--- src/rtl/multiprecision_add_sequencer.sv ---
// Multi-cycle wide adder: one narrow carry-select adder is reused slice by slice, LSB first,
// with the inter-slice carry held in a register. Valid/ready handshakes on both sides.

module carry_select_adder #(
  parameter int unsigned WIDTH      = 8,
  parameter int unsigned BLOCK_SIZE = 4
) (
  input  logic [WIDTH-1:0] a_i,
  input  logic [WIDTH-1:0] b_i,
  input  logic             cin_i,
  output logic [WIDTH-1:0] sum_o,
  output logic             cout_o
);
  localparam int unsigned NumBlocks = WIDTH / BLOCK_SIZE;

  logic [NumBlocks:0] carry;

  assign carry[0] = cin_i;

  // Each block precomputes both carry-in outcomes; the rippling carry only drives muxes.
  for (genvar g = 0; g < NumBlocks; g++) begin : g_blk
    logic [BLOCK_SIZE:0] s0;
    logic [BLOCK_SIZE:0] s1;

    assign s0 = {1'b0, a_i[g*BLOCK_SIZE +: BLOCK_SIZE]} + {1'b0, b_i[g*BLOCK_SIZE +: BLOCK_SIZE]};
    assign s1 = {1'b0, a_i[g*BLOCK_SIZE +: BLOCK_SIZE]} + {1'b0, b_i[g*BLOCK_SIZE +: BLOCK_SIZE]}
              + (BLOCK_SIZE+1)'(1);

    assign sum_o[g*BLOCK_SIZE +: BLOCK_SIZE] = carry[g] ? s1[BLOCK_SIZE-1:0] : s0[BLOCK_SIZE-1:0];
    assign carry[g+1]                        = carry[g] ? s1[BLOCK_SIZE] : s0[BLOCK_SIZE];
  end

  assign cout_o = carry[NumBlocks];

endmodule

module multiprecision_add_sequencer #(
  parameter int unsigned OP_WIDTH    = 32,
  parameter int unsigned SLICE_WIDTH = 8,
  parameter int unsigned BLOCK_SIZE  = 4
) (
  input  logic                clk,
  input  logic                rst,
  input  logic                in_valid,
  output logic                in_ready,
  input  logic [OP_WIDTH-1:0] in_a,
  input  logic [OP_WIDTH-1:0] in_b,
  input  logic                in_cin,
  input  logic                in_sub,
  output logic                out_valid,
  input  logic                out_ready,
  output logic [OP_WIDTH-1:0] out_sum,
  output logic                out_cout,
  output logic                out_overflow
);
  localparam int unsigned NUM_SLICES = OP_WIDTH / SLICE_WIDTH;
  localparam int unsigned IdxW       = (NUM_SLICES > 1) ? $clog2(NUM_SLICES) : 1;
  localparam logic [IdxW-1:0] LastIdx = IdxW'(NUM_SLICES - 1);

  if ((OP_WIDTH % SLICE_WIDTH) != 0) begin : g_bad_op_width
    $error("OP_WIDTH must be a multiple of SLICE_WIDTH");
  end
  if ((SLICE_WIDTH % BLOCK_SIZE) != 0) begin : g_bad_slice_width
    $error("SLICE_WIDTH must be a multiple of BLOCK_SIZE");
  end
  if (NUM_SLICES < 1) begin : g_bad_num_slices
    $error("NUM_SLICES must be at least 1");
  end

  typedef enum logic [1:0] {StIdle, StRun, StDone} state_e;

  state_e                state_q, state_d;
  logic [IdxW-1:0]       idx_q, idx_d;
  logic                  carry_q, carry_d;
  logic [OP_WIDTH-1:0]   a_q, a_d;
  logic [OP_WIDTH-1:0]   b_q, b_d;
  logic [OP_WIDTH-1:0]   sum_q, sum_d;
  logic                  cout_q, cout_d;
  logic                  ovf_q, ovf_d;

  logic [SLICE_WIDTH-1:0] slice_a;
  logic [SLICE_WIDTH-1:0] slice_b;
  logic [SLICE_WIDTH-1:0] slice_sum;
  logic                   slice_cout;

  assign slice_a = a_q[idx_q*SLICE_WIDTH +: SLICE_WIDTH];
  assign slice_b = b_q[idx_q*SLICE_WIDTH +: SLICE_WIDTH];

  carry_select_adder #(
    .WIDTH      (SLICE_WIDTH),
    .BLOCK_SIZE (BLOCK_SIZE)
  ) u_adder (
    .a_i    (slice_a),
    .b_i    (slice_b),
    .cin_i  (carry_q),
    .sum_o  (slice_sum),
    .cout_o (slice_cout)
  );

  always_comb begin
    state_d = state_q;
    idx_d   = idx_q;
    carry_d = carry_q;
    a_d     = a_q;
    b_d     = b_q;
    sum_d   = sum_q;
    cout_d  = cout_q;
    ovf_d   = ovf_q;

    unique case (state_q)
      StIdle: begin
        if (in_valid) begin
          a_d     = in_a;
          b_d     = in_sub ? ~in_b : in_b;
          carry_d = in_sub ? 1'b1 : in_cin;
          idx_d   = '0;
          state_d = StRun;
        end
      end
      StRun: begin
        sum_d[idx_q*SLICE_WIDTH +: SLICE_WIDTH] = slice_sum;
        carry_d = slice_cout;
        if (idx_q == LastIdx) begin
          idx_d   = '0;
          cout_d  = slice_cout;
          // Sign bits of b_q are already inverted for subtract.
          ovf_d   = (a_q[OP_WIDTH-1] == b_q[OP_WIDTH-1]) &&
                    (slice_sum[SLICE_WIDTH-1] != a_q[OP_WIDTH-1]);
          state_d = StDone;
        end else begin
          idx_d = idx_q + IdxW'(1);
        end
      end
      StDone: begin
        if (out_ready) begin
          state_d = StIdle;
        end
      end
      default: state_d = StIdle;
    endcase
  end

  always_ff @(posedge clk) begin
    if (rst) begin
      state_q <= StIdle;
      idx_q   <= '0;
      carry_q <= 1'b0;
      a_q     <= '0;
      b_q     <= '0;
      sum_q   <= '0;
      cout_q  <= 1'b0;
      ovf_q   <= 1'b0;
    end else begin
      state_q <= state_d;
      idx_q   <= idx_d;
      carry_q <= carry_d;
      a_q     <= a_d;
      b_q     <= b_d;
      sum_q   <= sum_d;
      cout_q  <= cout_d;
      ovf_q   <= ovf_d;
    end
  end

  assign in_ready     = (state_q == StIdle);
  assign out_valid    = (state_q == StDone);
  assign out_sum      = sum_q;
  assign out_cout     = cout_q;
  assign out_overflow = ovf_q;

endmodule

--- config.mk ---
export PLATFORM = sky130hd
export DESIGN_NAME = multiprecision_add_sequencer
export DESIGN_NICKNAME = d
export VERILOG_FILES = /design/src/rtl/multiprecision_add_sequencer.sv
export SDC_FILE = /design/constraint.sdc
export NUM_CORES = 1
export LEC_CHECK = 0
export CAP_MARGIN = 20
export CORE_ASPECT_RATIO = 0.6
export CORE_MARGIN = 3
export CORE_UTILIZATION = 51
export CTS_CLUSTER_DIAMETER = 60
export DETAILED_ROUTE_END_ITERATION = 8
export MAX_ROUTING_LAYER = met4
export PLACE_DENSITY = 0.84
export SYNTH_ARGS = -nofsm -noshare
export SYNTH_HDL_FRONTEND = slang
export SYNTH_SLANG_ARGS = --single-unit
--- constraint.sdc ---
create_clock -name clk -period 5.2 [get_ports clk]
set_input_delay 1.56 -clock clk [delete_from_list [all_inputs] [get_ports clk]]
set_output_delay 1.56 -clock clk [all_outputs]
set_load 0.05 [all_outputs]
==> metrics.md <==
| Metric | Value |
|---|---|
| IR drop worst, VDD | `slightly above 200 uV` |
| Sequential cell area in the final layout | `~2100 um2` |
| Final TNS setup | `0 ns` |
| Synth Net Count | `between 600 and 700` |
| Number of cells traversed by the worst register-to-register path | `13` |
| Critical path's largest stage delay | `0.85 ns` |
| Most frequent cells after synthesis | `sky130_fd_sc_hd__dfxtp_1 (103), sky130_fd_sc_hd__nand2_1 (74), sky130_fd_sc_hd__nor2_1 (72)` |
| Core Util, Final | `between 70 and 80%` |
| Number of DRC markers after the initial detailed-route iteration | `between 300 and 400` |
| RSZ-0062 raised after global routing | `no` |
| Fraction of layout cells with a size suffix above 1 | `between 8 and 9%` |
| Yosys top cell by area | `sky130_fd_sc_hd__dfxtp_1` |
| Type of the worst setup path | `reg -> reg` |
| Part of the Yosys area used for sequential elements | `42.9%` |
| Flip-flop and latch count after synthesis | `~100` |
| Nets | `slightly below 700` |
| Port Buf Inserts | `roughly 110` |
| GP Congestion | `0.895` |
| Data required time of the worst path | `5.39 ns` |
| Skew-Pair Late Insertion Delay | `0.35 ns` |
| Total detailed-routing wirelength | `12800 um` |
| Initial antenna violation count | `0` |
| CTS clock-pin slew for the worst setup and hold paths | `roughly 0.070 ns` |
| Synth Warn # | `0` |
| Share of Yosys cell area claimed by the top area cell type | `between 40 and 50%` |
| Startpoint of the lowest-slack register-to-register path | `idx_q[0]$_SDFFE_PP0P_` |
| Worst setup slack for register-to-register paths | `approximately 1.1 ns` |
| Most used standard cell by instance count after synthesis | `sky130_fd_sc_hd__dfxtp_1` |
| Final setup violation count | `0` |
| Total vias in the final route | `~4.2k` |
| Setup WS post-layout | `1.14 ns` |
| Number of stages on the worst hold path | `2` |
| CTS Hold Buffers Added | `0` |
| Clk buf depth | `2` |
| Top flip-flop cell by instance count after synthesis | `sky130_fd_sc_hd__dfxtp_1` |
| Synthesized cell area | `slightly below 5000 um2` |
| Number of H-tree levels | `3` |
| Multi-input combinational cell area | `between 2000 and 3000 um2` |
| Clock tree root driver cell | `sky130_fd_sc_hd__clkbuf_16` |
| Capture point of the worst reg-to-reg path | `out_sum[13]$_SDFFE_PP0P_` |
| Final slew viol count | `0` |
| Top area cells in the synthesized netlist | `sky130_fd_sc_hd__dfxtp_1 (43%), sky130_fd_sc_hd__mux4_2 (7.5%), sky130_fd_sc_hd__xnor2_1 (6.7%)` |
| Detailed Place HPWL | `~9400 um` |
| Clk_skew | `about 0.0088 ns` |
| Clock tree sinks | `103` |
| Hold endpoint | `a_q[29]$_SDFFE_PP0P_` |
| Slowest-stage cell, CP | `sky130_fd_sc_hd__dfxtp_1` |
| Vias in the first global route | `just over 4k` |
| Highest attainable clock frequency | `approximately 250 MHz` |
| Core Area | `8820 um2` |
| Max-Slew Margin vs Limit | `between 20% and 30%` |
| Initial Utilization | `54.5%` |
| Top delay family on crit path | `multiplexers` |
| Global router's overall resource usage | `25.1%` |
| Launch point of the worst hold path | `a_q[29]$_SDFFE_PP0P_` |
| Worst-path fanout max | `13` |
| Data arrival time of the critical path | `4.26 ns` |
| TritonCTS buffer count | `9` |
| Average via count per standard cell | `roughly 5.7` |
| Layout area overhead | `28.6%` |
| Post-Syn Area per Cell | `~9.3 um2` |
| First-pass GRT wire length | `a little over 20000 um` |
| Global route overflow | `0` |
| Status | `completed` |
| Worst hold path type | `reg -> reg` |
| Fraction of the cycle the final worst path needs | `approximately 78%` |
| Reported max-cap violation count | `0` |
| Count of pins on the block boundary | `around 110` |
| Vertical die dimension | `about 81 um` |
| Slew at the pin with the worst max-slew slack | `around 1.1 ns` |
| # rows | `26` |
| Nature of the critical path startpoint | `flop` |
| TritonCTS clock tree | `yes` |
| Fill count | `about 650` |
| Routed length per placed instance | `approximately 18 um` |
| Critical path buffer and inverter count | `2` |
| Synth async-reset ratio | `0%` |
| Die Footprint | `10700 um2` |
| Pin count of the biggest net entering global routing | `108` |
| Count of cells resized by post-cts repair | `0` |
| Horizontal extent of the die | `between 100 and 150 um` |
| Setup Slack @ Placement | `1.20 ns` |
| Remaining design rule violation count | `0` |
| Power density over cell area | `299 nW/um2` |
| Count of cell types in the netlist | `42` |
| Sequence of cells on the critical path | `mux4_2, ha_1, inv_1, fa_1, inv_1, ha_1, nand2_1, nor3_2, mux2i_4, xnor2_1, mux2_4, a22oi_1, nor2_1` |
| Setup crit end kind | `flop` |
| Antenna diodes | `0` |
| Leakage power of the design | `about 2.2 nW` |
| EDFF count, synth | `0` |
| Total setup buffers inserted after CTS | `0` |
| Post-route ant nets | `0` |
| Cell count after synthesis | `slightly above 500` |
| Minimum clock period | `about 4 ns` |
| Number of hold violations in the final report | `0` |
| Count of TritonRoute iterations in the first routing pass | `6` |
-- flip-flops by register name (all words and copies together) (netlist names) --
signal,flops
out_cout,1
out_sum,32
carry_q,1
b_q,32
state_q,2
idx_q,2
a_q,32
out_overflow,1
-- cells by family (layout without fill, tap and decap cells) --
logic type | count (synthesis) | after routing | synth area share (%)
and+or+nand+nor | 176 | 176 | 16.0
AOI/OAI and AO/OA | 114 | 114 | 15.9
adders and majority gates | 18 | 18 | 5.00
xor gates and xnor gates | 43 | 43 | 8.15
muxes | 20 | 20 | 8.73
buffers and inverters | 41 | 132 | 3.28
DFF | 103 | 103 | 42.9
-- tightest hold or removal path, delay by kind of cell (launching register included) --
family / cells / cell delay (ns)
simple gates: 1 / 0.05
compound gates: 1 / 0.05
flops: 1 / 0.31
-- final cells by class --
class | instances | share of cell area (%)
well taps | 126 | 2.55
clock inverters | 5 | 0.567
clock buffers | 11 | 3.77
repair buffers | 110 | 17.5
inverters | 6 | 0.365
flip-flops and latches | 103 | 33.4
multi-input cells | 371 | 41.9
-- per-layer routing --
metal	part of all wire [%]	GRT usage (%)	vias up
met5	0	-	-
met3	9.2	6.68	21
li1	-	-	1978
met2	44	38.8	186
met4	1.3	5.87	0
met1	45	33.3	1987
-- through the flow --
| step | cells | area, um2 | hold WS (ns) | total power [mW] |
|---|---|---|---|---|
| after floorplan | 515 | 4800 | 0.433 | 1.11 |
| after global placement | 716 | 5910 | 0.440 | 1.23 |
| after detailed placement | 716 | 5910 | 0.446 | 1.24 |
| after CTS | 732 | 6180 | 0.455 | 1.85 |
| after global routing | 732 | 6180 | 0.469 | 1.92 |
| final | 732 | 6180 | 0.458 | 1.85 |
-- worst max-delay path by stage --
stage                                from                         to  slack [ns]  cells after the start
floorplan           idx_q[0]$_SDFFE_PP0P_   out_sum[21]$_SDFFE_PP0P_        1.54                     14
global placement    idx_q[0]$_SDFFE_PP0P_   out_sum[29]$_SDFFE_PP0P_        1.41                     13
detailed placement  idx_q[0]$_SDFFE_PP0P_  out_overflow$_SDFFE_PP0P_        1.20                     13
CTS                 idx_q[0]$_SDFFE_PP0P_   out_sum[13]$_SDFFE_PP0P_        1.19                     13
global route        idx_q[0]$_SDFFE_PP0P_   out_sum[21]$_SDFFE_PP0P_        0.90                     13
finish              idx_q[0]$_SDFFE_PP0P_   out_sum[13]$_SDFFE_PP0P_        1.14                     13
-- where the power goes --
group / internal [mW] / switching (mW)
combinational: 0.165 / 0.199
sequential: 0.834 / 0.0346
clock: 0.325 / 0.288
-- cells in the final DEF, fill, tap and decap left out, drive strengths merged, types with 4 or more instances in the layout --
cell type,netlist,layout
dfxtp,103,103
clkdlybuf4s50,0,103
nand2,75,75
nor2,72,72
a21oi,39,39
xnor2,37,37
a211oi,32,32
a22oi,28,28
mux4,16,16
ha,16,16
clkbuf,26,11
buf,9,7
inv,6,6
xor2,6,6
nand3,5,5
nor3,5,5
a21o,4,4
nand2b,4,4
a32oi,4,4
nor4,4,4
clkinv,0,4
No activity file was read; power rests on OpenSTA's default activity.
